===== config.mk =====
export PLATFORM = sky130hd
export DESIGN_NAME = servo_pulse_decoder
export DESIGN_NICKNAME = d
export VERILOG_FILES = /design/src/rtl/servo_pkg.sv /design/src/rtl/servo_us_tick.sv /design/src/rtl/servo_pulse_decoder.sv
export SDC_FILE = /design/constraint.sdc
export NUM_CORES = 1
export LEC_CHECK = 0
export CELL_PAD_IN_SITES_DETAIL_PLACEMENT = 1
export CELL_PAD_IN_SITES_GLOBAL_PLACEMENT = 1
export CORE_UTILIZATION = 30
export DETAILED_ROUTE_END_ITERATION = 12
export PLACE_DENSITY_LB_ADDON = 0.08
export SLEW_MARGIN = 20
export SYNTH_ARGS = -nofsm -noshare
export SYNTH_HDL_FRONTEND = slang
export SYNTH_HIERARCHICAL = 1
export SYNTH_SLANG_ARGS = --single-unit

===== constraint.sdc =====
create_clock -name mclk -period 5 [get_ports mclk]
set_clock_uncertainty 0.1 [all_clocks]
set_input_delay 1.25 -clock mclk [delete_from_list [all_inputs] [get_ports mclk]]
set_output_delay 1.25 -clock mclk [all_outputs]
set_load 0.03 [all_outputs]

===== src/rtl/servo_pkg.sv =====
// Shared definitions for the servo PWM blocks: decoder FSM states, default
// pulse limits and the clock-to-microsecond divisor helper.
package servo_pkg;

    typedef enum logic [1:0] {
        WAIT_LOW  = 2'd0,
        WAIT_RISE = 2'd1,
        HIGH      = 2'd2
    } servo_state_t;

    localparam int DEF_CLK_HZ       = 50_000_000;
    localparam int DEF_MIN_US       = 500;
    localparam int DEF_MAX_US       = 2500;
    localparam int DEF_POS_LO_US    = 1000;
    localparam int DEF_POS_HI_US    = 2000;
    localparam int DEF_TIMEOUT_US   = 25000;
    localparam int DEF_DEGLITCH_CYC = 8;

    localparam int WIDTH_W   = 12;
    localparam int POS_W     = 10;
    localparam int TIMEOUT_W = 15;

    // Number of clock cycles in one microsecond.
    function automatic int cycles_per_us(input int clk_hz);
        return clk_hz / 1_000_000;
    endfunction

    // Clamp a width into [lo, hi] and express it as an offset from lo.
    function automatic logic [POS_W-1:0] pos_code(input logic [WIDTH_W-1:0] width,
                                                   input logic [WIDTH_W-1:0] lo,
                                                   input logic [WIDTH_W-1:0] hi);
        logic [WIDTH_W-1:0] clamped;
        logic [WIDTH_W-1:0] offset;
        clamped = (width < lo) ? lo : ((width > hi) ? hi : width);
        offset  = clamped - lo;
        return offset[POS_W-1:0];
    endfunction

endpackage


===== src/rtl/servo_us_tick.sv =====
// Microsecond prescaler: counts 0..DIV-1 and pulses tick for one cycle at
// the top of each count. clr restarts the count so the next tick lands
// exactly DIV cycles later.
module servo_us_tick
    import servo_pkg::*;
#(
    parameter int DIV = cycles_per_us(DEF_CLK_HZ)
) (
    input  logic mclk,
    input  logic rst,
    input  logic clr,
    output logic tick
);

    localparam int CW = (DIV > 1) ? $clog2(DIV) : 1;
    localparam logic [CW-1:0] LAST = CW'(DIV - 1);

    logic [CW-1:0] cnt;

    // Prescale counter with synchronous restart.
    // NOTE: state registers use non-blocking assignments so every flop samples pre-edge values.
    always_ff @(posedge mclk) begin
        if (rst || clr) begin
            cnt <= '0;
        end else if (cnt == LAST) begin
            cnt <= '0;
        end else begin
            cnt <= cnt + 1'b1;
        end
    end

    assign tick = (cnt == LAST);

endmodule


===== src/rtl/servo_pulse_decoder.sv =====
// Servo pulse decoder: measures the high time of pwm_in in microseconds,
// validates it against MIN_US..MAX_US, reports width and clamped position,
// and tracks loss of signal with a rise-to-rise timeout.
// Optional input deglitch filter: define SERVO_PULSE_DEGLITCH_EN.
module servo_pulse_decoder
    import servo_pkg::*;
#(
    parameter int CLK_HZ       = DEF_CLK_HZ,
    parameter int MIN_US       = DEF_MIN_US,
    parameter int MAX_US       = DEF_MAX_US,
    parameter int POS_LO_US    = DEF_POS_LO_US,
    parameter int POS_HI_US    = DEF_POS_HI_US,
    parameter int TIMEOUT_US   = DEF_TIMEOUT_US,
    parameter int DEGLITCH_CYC = DEF_DEGLITCH_CYC
) (
    input  logic                mclk,
    input  logic                rst,
    input  logic                pwm_in,
    output logic [WIDTH_W-1:0]  width_us,
    output logic [POS_W-1:0]    pos,
    output logic                width_valid,
    output logic                err_pulse,
    output logic                link_ok,
    output logic [0:0]          Led
);

    localparam int DIV = cycles_per_us(CLK_HZ);
    localparam logic [WIDTH_W-1:0]   MIN_W  = WIDTH_W'(MIN_US);
    localparam logic [WIDTH_W-1:0]   MAX_W  = WIDTH_W'(MAX_US);
    localparam logic [WIDTH_W-1:0]   LO_W   = WIDTH_W'(POS_LO_US);
    localparam logic [WIDTH_W-1:0]   HI_W   = WIDTH_W'(POS_HI_US);
    localparam logic [TIMEOUT_W-1:0] TO_LIM = TIMEOUT_W'(TIMEOUT_US);

    // After reset the input pipeline (synchronizer, plus the filter when
    // present) still shows the reset level; wait for it to refill so a pin
    // that is already high is not mistaken for a fresh low.
    localparam int SETTLE_CYC = DEGLITCH_CYC + 3;
    localparam int SETTLE_W   = $clog2(SETTLE_CYC + 1);

    logic sync1, sync2, pwm_s, pwm_d;
    logic rise, fall;
    logic [SETTLE_W-1:0] settle_cnt;
    logic settled;

    servo_state_t state, state_nxt;
    logic start, accept, reject;
    logic free_tick, meas_tick;
    logic [WIDTH_W-1:0]   width_cnt, width_next;
    logic [TIMEOUT_W-1:0] to_cnt;
    logic to_hit;

    // Two-flop synchronizer for the asynchronous pin.
    always_ff @(posedge mclk) begin
        if (rst) begin
            sync1 <= 1'b0;
            sync2 <= 1'b0;
        end else begin
            sync1 <= pwm_in;
            sync2 <= sync1;
        end
    end

`ifdef SERVO_PULSE_DEGLITCH_EN
    localparam int DG_W = $clog2(DEGLITCH_CYC + 1);
    logic [DG_W-1:0] dg_cnt;

    // Accept a new level only after it has held for DEGLITCH_CYC cycles.
    always_ff @(posedge mclk) begin
        if (rst) begin
            pwm_s  <= 1'b0;
            dg_cnt <= '0;
        end else if (sync2 == pwm_s) begin
            dg_cnt <= '0;
        end else if (dg_cnt == DG_W'(DEGLITCH_CYC - 1)) begin
            pwm_s  <= sync2;
            dg_cnt <= '0;
        end else begin
            dg_cnt <= dg_cnt + 1'b1;
        end
    end
`else
    assign pwm_s = sync2;
`endif

    // Delayed copy of the clean input for edge detection, and post-reset settle count.
    always_ff @(posedge mclk) begin
        if (rst) begin
            pwm_d      <= 1'b0;
            settle_cnt <= '0;
        end else begin
            pwm_d <= pwm_s;
            if (!settled) begin
                settle_cnt <= settle_cnt + 1'b1;
            end
        end
    end

    assign settled = (settle_cnt == SETTLE_W'(SETTLE_CYC));
    assign rise    = pwm_s & ~pwm_d;
    assign fall    = ~pwm_s & pwm_d;

    servo_us_tick #(.DIV(DIV)) u_free_tick (
        .mclk (mclk),
        .rst  (rst),
        .clr  (1'b0),
        .tick (free_tick)
    );

    servo_us_tick #(.DIV(DIV)) u_meas_tick (
        .mclk (mclk),
        .rst  (rst),
        .clr  (start),
        .tick (meas_tick)
    );

    // Width including this cycle's tick, so a fall on a tick boundary counts it.
    assign width_next = width_cnt + {{(WIDTH_W-1){1'b0}}, meas_tick};
    assign to_hit     = (to_cnt == TO_LIM);

    // FSM state register.
    always_ff @(posedge mclk) begin
        if (rst) begin
            state <= WAIT_LOW;
        end else begin
            state <= state_nxt;
        end
    end

    // FSM next-state logic.
    // NOTE: every always_comb output gets a default first so no path infers a latch.
    always_comb begin
        state_nxt = state;
        case (state)
            WAIT_LOW:  if (settled && !pwm_s) state_nxt = WAIT_RISE;
            WAIT_RISE: if (rise) state_nxt = HIGH;
            HIGH: begin
                if (fall) begin
                    state_nxt = WAIT_RISE;
                end else if (width_next > MAX_W) begin
                    state_nxt = WAIT_LOW;
                end
            end
            default:   state_nxt = WAIT_LOW;
        endcase
    end

    // FSM decisions: start a measurement, accept or reject a pulse.
    always_comb begin
        start  = 1'b0;
        accept = 1'b0;
        reject = 1'b0;
        case (state)
            WAIT_RISE: start = rise;
            HIGH: begin
                if (fall) begin
                    if (width_next >= MIN_W && width_next <= MAX_W) begin
                        accept = 1'b1;
                    end else begin
                        reject = 1'b1;
                    end
                end else if (width_next > MAX_W) begin
                    reject = 1'b1;
                end
            end
            default: ;
        endcase
    end

    // Width counter: cleared on the rising edge, advances once per microsecond while high.
    always_ff @(posedge mclk) begin
        if (rst || start) begin
            width_cnt <= '0;
        end else if (state == HIGH) begin
            width_cnt <= width_next;
        end
    end

    // Saturating microseconds-since-last-rise counter.
    always_ff @(posedge mclk) begin
        if (rst || start) begin
            to_cnt <= '0;
        end else if (free_tick && !to_hit) begin
            to_cnt <= to_cnt + 1'b1;
        end
    end

    // Registered reports; an accepted pulse outranks a simultaneous timeout.
    always_ff @(posedge mclk) begin
        if (rst) begin
            width_us    <= '0;
            pos         <= '0;
            width_valid <= 1'b0;
            err_pulse   <= 1'b0;
            link_ok     <= 1'b0;
        end else begin
            width_valid <= accept;
            err_pulse   <= reject;
            if (accept) begin
                width_us <= width_next;
                pos      <= pos_code(width_next, LO_W, HI_W);
                link_ok  <= 1'b1;
            end else if (to_hit) begin
                link_ok  <= 1'b0;
            end
        end
    end

    assign Led[0] = link_ok;

endmodule


==> reports/summary.txt <==
Core footprint = 12670 um2
Starting Density = 31.01%
Share of layout cells above drive strength 1 = 9.336%
Unrepaired setup endpoints after global routing = no
Final HPWL DP = 7459 um
CP Max Fanout = 11
R2r endpoint = pos[7]
Leak = 1.544 nW
XOR/XNOR Fraction of Synth Area = 10.00%
Initial antenna violation count = 0
Main synth FF type = dfxtp_1
Yosys warning total = 6
Startpoint types = register
CP Launch Point = u_meas_tick/cnt[0]
Antenna Nets Post-Route = 0
Distinct cell type count after synthesis = 75
Final period util = 89.51%
DR iter-0 viols = 150
Worst reg-to-reg setup slack = 520 ps
Slew Viols, Final = 0
Max Root-Sink Buffers = 2
WL final = 10260 um
EDFF count, synth = 0
Die height = 116.4 um
Adder-cell share of the synthesized area = 3.185%
VDD IR-drop max = 0.1690 mV
Largest family of logic cells by synthesized area = simple AND/OR/NAND/NOR gates
# IOs = 29
Synth Cell Area = 3929 um2
Final hold vios = 0
Routed len/inst = 15.68 um
First-pass GRT wire length = 17020 um
Most common cell after layout, fill and taps aside = dfxtp_1
Post-synthesis compound-gate area fraction = 18.22%
Die footprint = 13560 um2
Max-cap violation count = 0
Drt via density = 5.024
Fillers = 1528
Port bufs = 28
Syn nets = 476
Cells after synthesis = 463
CTS tree = done
# resized after CTS = 0
Total CTS buffers = 9
Total Routing Usage GR = 16.49%
Multi-input gate area = 2240 um2
Row count = 41
Root Driver = clkbuf_16
Setup Total Neg Slack = 0 ps
Number of synthesized register bits = 73
DR pass1 iterations = 4
WHS = 354.6 ps
Average size of a mapped cell = 8.485 um2
Min-Delay Path Class = register to register
# hold bufs at CTS = 0
Status = finished, final reports clean
Most frequent cells in the layout = 73 x dfxtp_1, 55 x nor2_1, 40 x nand2_1, 28 x clkdlybuf4s50_1, 27 x a21oi_1
FF/Latch Area = 1461 um2
Fmax = 223.5 MHz
CP endpoint = pos[7]
Largest net degree at the start of global routing = 28
Layout Nets = 490
Sequential area share after synthesis = 37.20%
CP Capture Type = register
WP data arrival = 4620 ps
GRT overflow = 0
Synth Area in Simple Gates = 24.71%
Die W = 116.4 um
Area delta synth->final = 17.64%
Final count of negative-setup-slack endpoints = 0
R2R Path Start = u_meas_tick/cnt[0]
Reg2Reg Depth = 15
Setup Buffers After CTS = 0
Worst-Margin Slew = 829.5 ps
Diode count = 0
CTS HTree Levels = 3
Slew HR = 44.59%
Worst path required time = 5150 ps
WS Path Type = register to register
Drc violations = 0
Cell Pwr Density = 283.7 nW/um2
CTS clk-pin slew, worst paths = 60 ps
Vias = 3286
Asr flop ratio synth = 0%
Number of global-route vias before repair = 3276
Post-synthesis mux area share = 0.7962%
Clock sink total = 73
Min Tclk post-route = 4475 ps
Clock network latency to the later pin of the worst-skew pair = 340 ps
Final GP Congestion = 0.7714
==> power breakdown <==
group          switching, mW  internal [mW]  leakage, nW
Combinational         0.0167        0.00971        0.810
Clock                  0.256          0.435        0.144
Sequential           0.00591          0.588        0.590
Total                  0.279           1.03         1.54
==> critical path: stages (launching register included) <==
cell	delay [ps]
dfxtp_1	380
ha_1	160
nand2_1	90
nor4_1	230
ha_1	470
ha_1	410
or4_1	530
a21oi_1	150
o311ai_1	100
a41oi_1	340
inv_1	120
o21ai_0	200
ha_1	300
and3b_1	200
a311o_1	310
a311oi_1	270
==> per-layer routing <==
metal / global-route usage (%) / part of all wire (%)
met1: 20.43 / 48
met4: 5.556 / 1.3
met5: 0 / 0
met3: 4.203 / 2.5
met2: 27.73 / 49
==> registers in the layout, summed over array words and instances, names as in the netlist, 2 cells and up <==
signal,count
width_us,12
pos,10
state,2
settle_cnt,4
u_meas_tick/cnt,6
width_cnt,12
to_cnt,15
u_free_tick/cnt,6
==> synthesized netlist by cell type (3+ instances only) <==
library cell / n / area, um2
nand3b_1: 3 / 22.52
or3_1: 4 / 25.02
nand4_1: 3 / 18.77
buf_4: 6 / 45.04
a31oi_1: 4 / 25.02
buf_2: 5 / 25.02
nor4_1: 4 / 25.02
nor2b_1: 6 / 37.54
nand3_2: 4 / 40.04
o32ai_1: 5 / 43.79
nor3_1: 18 / 90.09
o22ai_1: 5 / 31.28
xor2_1: 17 / 148.9
nor2_1: 55 / 206.5
a311oi_1: 3 / 26.28
o21a_1: 3 / 22.52
clkbuf_1: 14 / 52.55
nand2b_1: 3 / 18.77
o21ai_0: 17 / 85.08
nand2_1: 40 / 150.1
dfxtp_1: 73 / 1461
or4_1: 3 / 22.52
a21oi_1: 27 / 135.1
nand3_1: 20 / 100.1
xnor2_1: 26 / 227.7
ha_1: 10 / 125.1
a211oi_1: 5 / 37.54
inv_1: 18 / 67.56
==> logic make-up (layout without fill, tap and decap cells) <==
family / after synthesis / in the layout
and+or+nand+nor: 185 / 185
buffers and inverters: 49 / 68
adders and majority gates: 10 / 10
AOI/OAI and AO/OA: 98 / 98
other: 1 / 1
muxes: 3 / 3
xor gates and xnor gates: 44 / 44
DFF: 73 / 73
==> worst min-delay path by stage <==
stage | startpoint | endpoint | slack (ps) | depth (start not counted)
global placement | sync1 | pwm_s | 340 | 1
detailed placement | sync1 | pwm_s | 340 | 1
global route | sync1 | pwm_s | 360 | 1
floorplan | sync1 | pwm_s | 310 | 1
CTS | sync1 | pwm_s | 360 | 1
finish | sync1 | pwm_s | 350 | 1
==> through the flow <==
stage               instances  util [%]  cell area (um2)  setup slack [ps]  power [mW]
finish                    654     36.48             4622             524.7       1.311
global route              654     36.48             4622             244.4       1.365
CTS                       654     36.48             4622             498.6       1.341
detailed placement        638     33.95             4302             522.1      0.6338
global placement          638     33.95             4302             742.9      0.6332
floorplan                 463         -             3929              1189      0.6250
==> area by class of cell <==
type	instances	area share (%)
clock buffers	9	4.873
multi-input cells	341	48.46
repair buffers	32	6.714
inverters	20	1.624
well taps	172	4.656
clock inverters	7	2.057
flip-flops and latches	73	31.62
Note: power is estimated with default switching activity, not from simulation.
